$ cat config.mk
export PLATFORM = sky130hd
export DESIGN_NAME = pic_rw_cmd_sequencer
export DESIGN_NICKNAME = d
export VERILOG_FILES = /design/src/rtl/pic_pkg.sv /design/src/rtl/pic_strobe_sync.sv /design/src/rtl/pic_rw_cmd_sequencer.sv
export SDC_FILE = /design/constraint.sdc
export NUM_CORES = 1
export LEC_CHECK = 0
export ABC_CLOCK_PERIOD_IN_PS = 1360
export CELL_PAD_IN_SITES_DETAIL_PLACEMENT = 1
export CELL_PAD_IN_SITES_GLOBAL_PLACEMENT = 1
export CORE_MARGIN = 4
export CORE_UTILIZATION = 36
export DETAILED_ROUTE_END_ITERATION = 8
export HOLD_SLACK_MARGIN = 0.15
export PLACE_DENSITY_LB_ADDON = 0.1
export SLEW_MARGIN = 20
export SYNTH_ARGS = -nofsm -noshare
export SYNTH_HDL_FRONTEND = slang
export SYNTH_SLANG_ARGS = --single-unit
$ cat constraint.sdc
create_clock -name clk -period 1.36 [get_ports clk]
set_input_delay 0.272 -clock clk [delete_from_list [all_inputs] [get_ports clk]]
set_output_delay 0.272 -clock clk [all_outputs]
set_load 0.03 [all_outputs]
$ cat src/rtl/pic_pkg.sv
// 8259A host command decoder: shared state encoding and bit positions.
package pic_pkg;

  typedef enum logic [2:0] {
    UNINIT,
    WAIT_ICW2,
    WAIT_ICW3,
    WAIT_ICW4,
    READY
  } pic_state_e;

  localparam int ICW1_IDX = 0;
  localparam int ICW2_IDX = 1;
  localparam int ICW3_IDX = 2;
  localparam int ICW4_IDX = 3;

  localparam int OCW1_IDX = 0;
  localparam int OCW2_IDX = 1;
  localparam int OCW3_IDX = 2;

  localparam int ICW1_BIT_D4 = 4;
  localparam int OCW3_BIT_D3 = 3;

endpackage

$ cat src/rtl/pic_strobe_sync.sv
// Multi-flop synchroniser for one asynchronous bus strobe,
// with the previous synced sample and rise/fall detect.
module pic_strobe_sync #(
  parameter int STAGES = 2
) (
  input  logic clk,
  input  logic rst_n,
  input  logic async_in,
  output logic level,
  output logic prev,
  output logic rise,
  output logic fall
);

  logic [STAGES-1:0] chain;

  // Reset to 0 so a strobe held low across reset never looks like a fall.
  always_ff @(posedge clk or negedge rst_n) begin
    if (!rst_n) begin
      chain <= '0;
      prev  <= 1'b0;
    end else begin
      chain <= {chain[STAGES-2:0], async_in};
      prev  <= chain[STAGES-1];
    end
  end

  assign level = chain[STAGES-1];
  assign rise  = level & ~prev;
  assign fall  = ~level & prev;

endmodule

$ cat src/rtl/pic_rw_cmd_sequencer.sv
// 8259A read/write command decoder: syncs the host bus, tracks the
// ICW1..ICW4 init sequence and strobes ICW/OCW flags.
module pic_rw_cmd_sequencer
  import pic_pkg::*;
#(
  parameter int SYNC_STAGES = 2,
  parameter int DATA_W      = 8
) (
  input  logic              clk,
  input  logic              rst_n,
  input  logic              CS_n,
  input  logic              WR_n,
  input  logic              RD_n,
  input  logic              A0,
  input  logic [DATA_W-1:0] D,
  output logic [DATA_W-1:0] DATA_OUT,
  output logic [3:0]        ICWs_Flags,
  output logic [2:0]        OCWs_Flags,
  output logic              init_done,
  output logic              rd_en,
  output logic              rd_a0
);

  logic wr_s, wr_p, wr_rise, wr_fall;
  logic cs_s, cs_p, cs_rise, cs_fall;
  logic rd_s, rd_p, rd_rise, rd_fall;

  pic_strobe_sync #(.STAGES(SYNC_STAGES)) u_wr (
    .clk(clk), .rst_n(rst_n), .async_in(WR_n),
    .level(wr_s), .prev(wr_p), .rise(wr_rise), .fall(wr_fall)
  );

  pic_strobe_sync #(.STAGES(SYNC_STAGES)) u_cs (
    .clk(clk), .rst_n(rst_n), .async_in(CS_n),
    .level(cs_s), .prev(cs_p), .rise(cs_rise), .fall(cs_fall)
  );

  pic_strobe_sync #(.STAGES(SYNC_STAGES)) u_rd (
    .clk(clk), .rst_n(rst_n), .async_in(RD_n),
    .level(rd_s), .prev(rd_p), .rise(rd_rise), .fall(rd_fall)
  );

  logic unused_edges;
  assign unused_edges = ^{wr_p, cs_fall, rd_p, rd_rise, rd_fall};

  logic              sh_a0;
  logic [DATA_W-1:0] sh_d;
  logic              armed;
  logic              wr_ev;

  // A write counts only if its falling edge was seen while selected.
  always_ff @(posedge clk or negedge rst_n) begin
    if (!rst_n) begin
      sh_a0 <= 1'b0;
      sh_d  <= '0;
      armed <= 1'b0;
    end else begin
      if (!wr_s && !cs_s) begin
        sh_a0 <= A0;
        sh_d  <= D;
      end
      if (wr_fall && !cs_s)
        armed <= 1'b1;
      else if (wr_rise || cs_rise)
        armed <= 1'b0;
    end
  end

  assign wr_ev = wr_rise & ~cs_p & armed;

  pic_state_e state;
  logic       sngl;
  logic       ic4;
  logic       is_icw1;
  logic       is_ocw2;
  logic       is_ocw3;
  logic       rd_next;

  assign is_icw1 = ~sh_a0 & sh_d[ICW1_BIT_D4];
  assign is_ocw2 = ~sh_a0 & ~sh_d[ICW1_BIT_D4] & ~sh_d[OCW3_BIT_D3];
  assign is_ocw3 = ~sh_a0 & ~sh_d[ICW1_BIT_D4] & sh_d[OCW3_BIT_D3];
  assign rd_next = ~rd_s & ~cs_s & wr_s;

  always_ff @(posedge clk or negedge rst_n) begin
    if (!rst_n) begin
      state      <= UNINIT;
      sngl       <= 1'b0;
      ic4        <= 1'b0;
      ICWs_Flags <= '0;
      OCWs_Flags <= '0;
      DATA_OUT   <= '0;
      init_done  <= 1'b0;
      rd_en      <= 1'b0;
      rd_a0      <= 1'b0;
    end else begin
      ICWs_Flags <= '0;
      OCWs_Flags <= '0;
      init_done  <= (state == READY);
      rd_en      <= rd_next;
      if (rd_next && !rd_en)
        rd_a0 <= A0;
      if (wr_ev) begin
        unique case (1'b1)
          is_icw1: begin
            sngl                 <= sh_d[1];
            ic4                  <= sh_d[0];
            ICWs_Flags[ICW1_IDX] <= 1'b1;
            DATA_OUT             <= sh_d;
            init_done            <= 1'b0;
            state                <= WAIT_ICW2;
          end
          (state == WAIT_ICW2) && sh_a0: begin
            ICWs_Flags[ICW2_IDX] <= 1'b1;
            DATA_OUT             <= sh_d;
            state <= !sngl ? WAIT_ICW3 : (ic4 ? WAIT_ICW4 : READY);
          end
          (state == WAIT_ICW3) && sh_a0: begin
            ICWs_Flags[ICW3_IDX] <= 1'b1;
            DATA_OUT             <= sh_d;
            state                <= ic4 ? WAIT_ICW4 : READY;
          end
          (state == WAIT_ICW4) && sh_a0: begin
            ICWs_Flags[ICW4_IDX] <= 1'b1;
            DATA_OUT             <= sh_d;
            state                <= READY;
          end
          (state == READY) && sh_a0: begin
            OCWs_Flags[OCW1_IDX] <= 1'b1;
            DATA_OUT             <= sh_d;
          end
          (state == READY) && is_ocw2: begin
            OCWs_Flags[OCW2_IDX] <= 1'b1;
            DATA_OUT             <= sh_d;
          end
          (state == READY) && is_ocw3: begin
            OCWs_Flags[OCW3_IDX] <= 1'b1;
            DATA_OUT             <= sh_d;
          end
          default: ;
        endcase
      end
    end
  end

endmodule
==> results.json, run 1 <==
{
  "yosys.area_share.xor_xnor": 0.005645,
  "synthAdderAreaFrac": 0,
  "synth_nets": 121,
  "die_w_um": 73.65,
  "layout_min_cycle_time_ns": 1.435,
  "slowest_stage": "dfrtp_2",
  "dr.pass1.iters": 4,
  "syn_inst": 107,
  "peakVddDrop_mv": 0.7325,
  "setup-violations-final": 8,
  "timing.hold.ws_ns": 0.3497,
  "cp.arrival_ns": 1.61,
  "drt_iter0_drc": 34,
  "slew_headroom": 0.7086,
  "grt_max_degree": 25,
  "cts_tree": "built",
  "nets": 177,
  "clock_latency_ns": 0.29,
  "setup_ws_ns": -0.07499,
  "finish.instance_area_um2": 2302,
  "clockRootBuffer": "clkbuf_8",
  "leakagePower_nw": 1.090,
  "synth.cell_area_um2": 1551,
  "place_area_um2": 2049,
  "p_clk_frac": 0.333,
  "critPathMaxFanout": 8,
  "start_util": 0.3797,
  "vias": 1050,
  "antenna_cells_inserted": 0,
  "path_cells": "nor2_4 -> o22ai_4 -> o21ai_4 -> buf_12 -> mux2_4",
  "timing.fmax_mhz": 696.9,
  "layout_common_cells": "39 x dfrtp_1, 16 x buf_4, 12 x clkdlybuf4s50_1",
  "finalWirelength_um": 3424,
  "synthSimpleGateAreaFrac": 0.09597,
  "ioPinCount": 32,
  "dp.final_hpwl_um": 2360,
  "clock_sinks": 41,
  "cap_violations": 0,
  "h-tree-depth": 2,
  "hold_viol_final": 0,
  "worst_setup_path_end_kind": "register",
  "post-route-period-util": 1.055,
  "post_drt_wl_per_cell_um": 16.00,
  "violations": "setup timing",
  "power_frac_seq": 0.471,
  "synth_top_family_by_area": "multiplexers",
  "port_buffers": 31,
  "syn_avg_cell_area_um2": 14.50,
  "die_y_um": 73.65,
  "crit_path_start_kind": "register",
  "grt.met3_usage": 0.04241,
  "fin_worst_skew_ns": 0.002914,
  "synth_compound_area_frac": 0.06532,
  "critPathMaxStageDelay_ns": 0.44,
  "drc": 0,
  "p_sw_frac": 0.2592,
  "yosys_warnings": 0,
  "cp.required_ns": 1.54,
  "core_area_um2": 4086,
  "p_int_mw": 2.228,
  "met2_usage": 0.2549,
  "ys_types": 29,
  "crit_type": "register to register",
  "cts_buffers": 5,
  "antenna_found_initial": 0,
  "ys_ff_latch": 41,
  "power_frac_comb": 0.196,
  "worst_pin_slew_ns": 0.4326,
  "area_growth_pct": 48.39,
  "post-route-util": 0.5634,
  "via_per_inst": 4.907,
  "powerDensity_nw_per_um2": 1307,
  "clk_path_buf_depth": 2,
  "hp-class": "register to register",
  "yosysSeqAreaShare": 0.6613,
  "die-area_um2": 5424,
  "gp_congestion": 0.8108,
  "grt.met1_usage": 0.1491,
  "clk_pin_slew_worst_paths_ns": 0.08,
  "drive_above_1_share": 0.3841,
  "layout_commonest_cell": "dfrtp_1",
  "grt_usage": 0.1395,
  "top_usage_layer": "met2",
  "fill_cells": 414,
  "rows": 23,
  "slew_violations": 0,
  "switchingPower_mw": 0.7799,
  "rsz0062_at_grt": "true",
  "status": "complete, but fails checks",
  "grt_pass1_vias": 1196,
  "synthMuxAreaShare": 0.1452,
  "grt_first_pass_wirelength_um": 5664,
  "overflow": 0,
  "ant_nets": 0
}
-- area by class of cell --
cell class / count / area (µm²) / area share
repair buffers: 51 / 480.5 / 0.2087
inverters: 6 / 22.52 / 0.009783
multi-input cells: 58 / 591.8 / 0.2571
flip-flops and latches: 41 / 1028 / 0.4467
clock inverters: 1 / 30.03 / 0.01304
well taps: 50 / 62.56 / 0.02717
clock buffers: 7 / 86.33 / 0.03750
-- kinds of logic (layout without fill, tap and decap cells) --
| kind of cell | after synthesis | after routing |
|---|---|---|
| AO/OA/AOI/OAI | 13 | 13 |
| multiplexers | 20 | 20 |
| XOR/XNOR | 1 | 1 |
| AND/OR/NAND/NOR | 24 | 24 |
| flip-flops | 41 | 41 |
| buffers and inverters | 8 | 65 |
-- power groups by stage --
stage | clock (mW) | combinational (mW) | sequential, mW
finish | 1.00 | 0.591 | 1.42
detailed placement | 0 | 0.535 | 1.43
global placement | 0 | 0.519 | 1.42
floorplan | 0 | 0.221 | 1.49
global route | 1.10 | 0.635 | 1.43
CTS | 1.04 | 0.551 | 1.41
-- synthesized netlist by cell type (all sizes together) --
library cell	instances	area, µm²
and3	1	6.260
a2111oi	1	8.760
nor4	3	18.77
or2b	1	8.760
nand2b	1	6.260
xor2	1	8.760
nor2	4	17.52
nand4b	1	8.760
nor3b	1	7.510
a2bb2oi	2	17.52
nor4b	1	8.760
inv	6	22.52
o22ai	1	12.51
nor2b	2	12.51
o31ai	1	7.510
a21oi	2	10.01
nand2	5	18.77
and2	1	7.510
o21ai	5	36.29
nor3	2	15.01
and4bb	1	12.51
a221oi	1	8.760
mux2	20	225.2
buf	2	18.77
dfrtp	41	1026
-- sequential cells by signal, summed over array words and instances (netlist names) --
signal and count:
DATA_OUT 8, sh_d 8, ICWs_Flags 4, OCWs_Flags 3, state 3, u_cs.chain 2
u_rd.chain 2, u_wr.chain 2, armed 1, ic4 1, init_done 1, rd_a0 1
rd_en 1, sh_a0 1, sngl 1, u_cs.prev 1, u_wr.prev 1
-- repair_timing --
| item | 4_1_cts | 5_1_grt |
|---|---|---|
| hold buffers | 1 | 0 |
| pin swaps | 4 | 5 |
| hold endpoints to repair | 17 | 0 |
| resized for setup | 28 | 22 |
| buffers inserted | 5 | 0 |
| endpoints found under the setup margin | 30 | 24 |
-- metrics by stage --
step	setup TNS (ns)	power [mW]	worst slack, ns	cells
after floorplan	-0.5012	1.711	-0.05885	107
after global placement	-1.032	1.941	-0.1288	200
after detailed placement	-1.442	1.966	-0.1842	200
after CTS	-0.5142	3.000	-0.07356	214
after global routing	-0.9847	3.170	-0.1213	214
final	-0.5378	3.008	-0.07499	214
-- critical path: cells and delay by family, from the launching register on --
| family | cells | cell delay (ns) |
|---|---|---|
| mux | 1 | 0.31 |
| compound gates | 2 | 0.26 |
| simple gates | 1 | 0.15 |
| buf+inv | 1 | 0.15 |
| flops | 1 | 0.44 |
-- final timing paths --
path                                               from                      end  slack [ns]  cells past startpoint
max in group asynchronous                         rst_n     state[1]$_DFFE_PN0P_        0.44                      3
worst max register to register     state[1]$_DFFE_PN0P_  DATA_OUT[7]$_DFFE_PN0P_       -0.07                      5
worst min-delay path            u_cs.chain[0]$_DFF_PN0_  u_cs.chain[1]$_DFF_PN0_        0.35                      0
worst max-delay path               state[1]$_DFFE_PN0P_  DATA_OUT[7]$_DFFE_PN0P_       -0.07                      5
min in group asynchronous                         rst_n  ICWs_Flags[3]$_DFF_PN0_        0.44                      2
worst min register to register  u_cs.chain[0]$_DFF_PN0_  u_cs.chain[1]$_DFF_PN0_        0.35                      0
-- per-layer routing --
layer,wire length [µm],vias up
li1,-,485
met1,1336,530
met2,1860,29
met3,161,6
met4,65,0
met5,0,-
No activity file was read; power rests on OpenSTA's default activity.
==> run 2, diff against run 1 <==
Settings changed: HOLD_SLACK_MARGIN 0.15 to 0.1.
==> results of run 2 <==
Same layout as run 1: the final DEF is identical, and so are final timing and power.
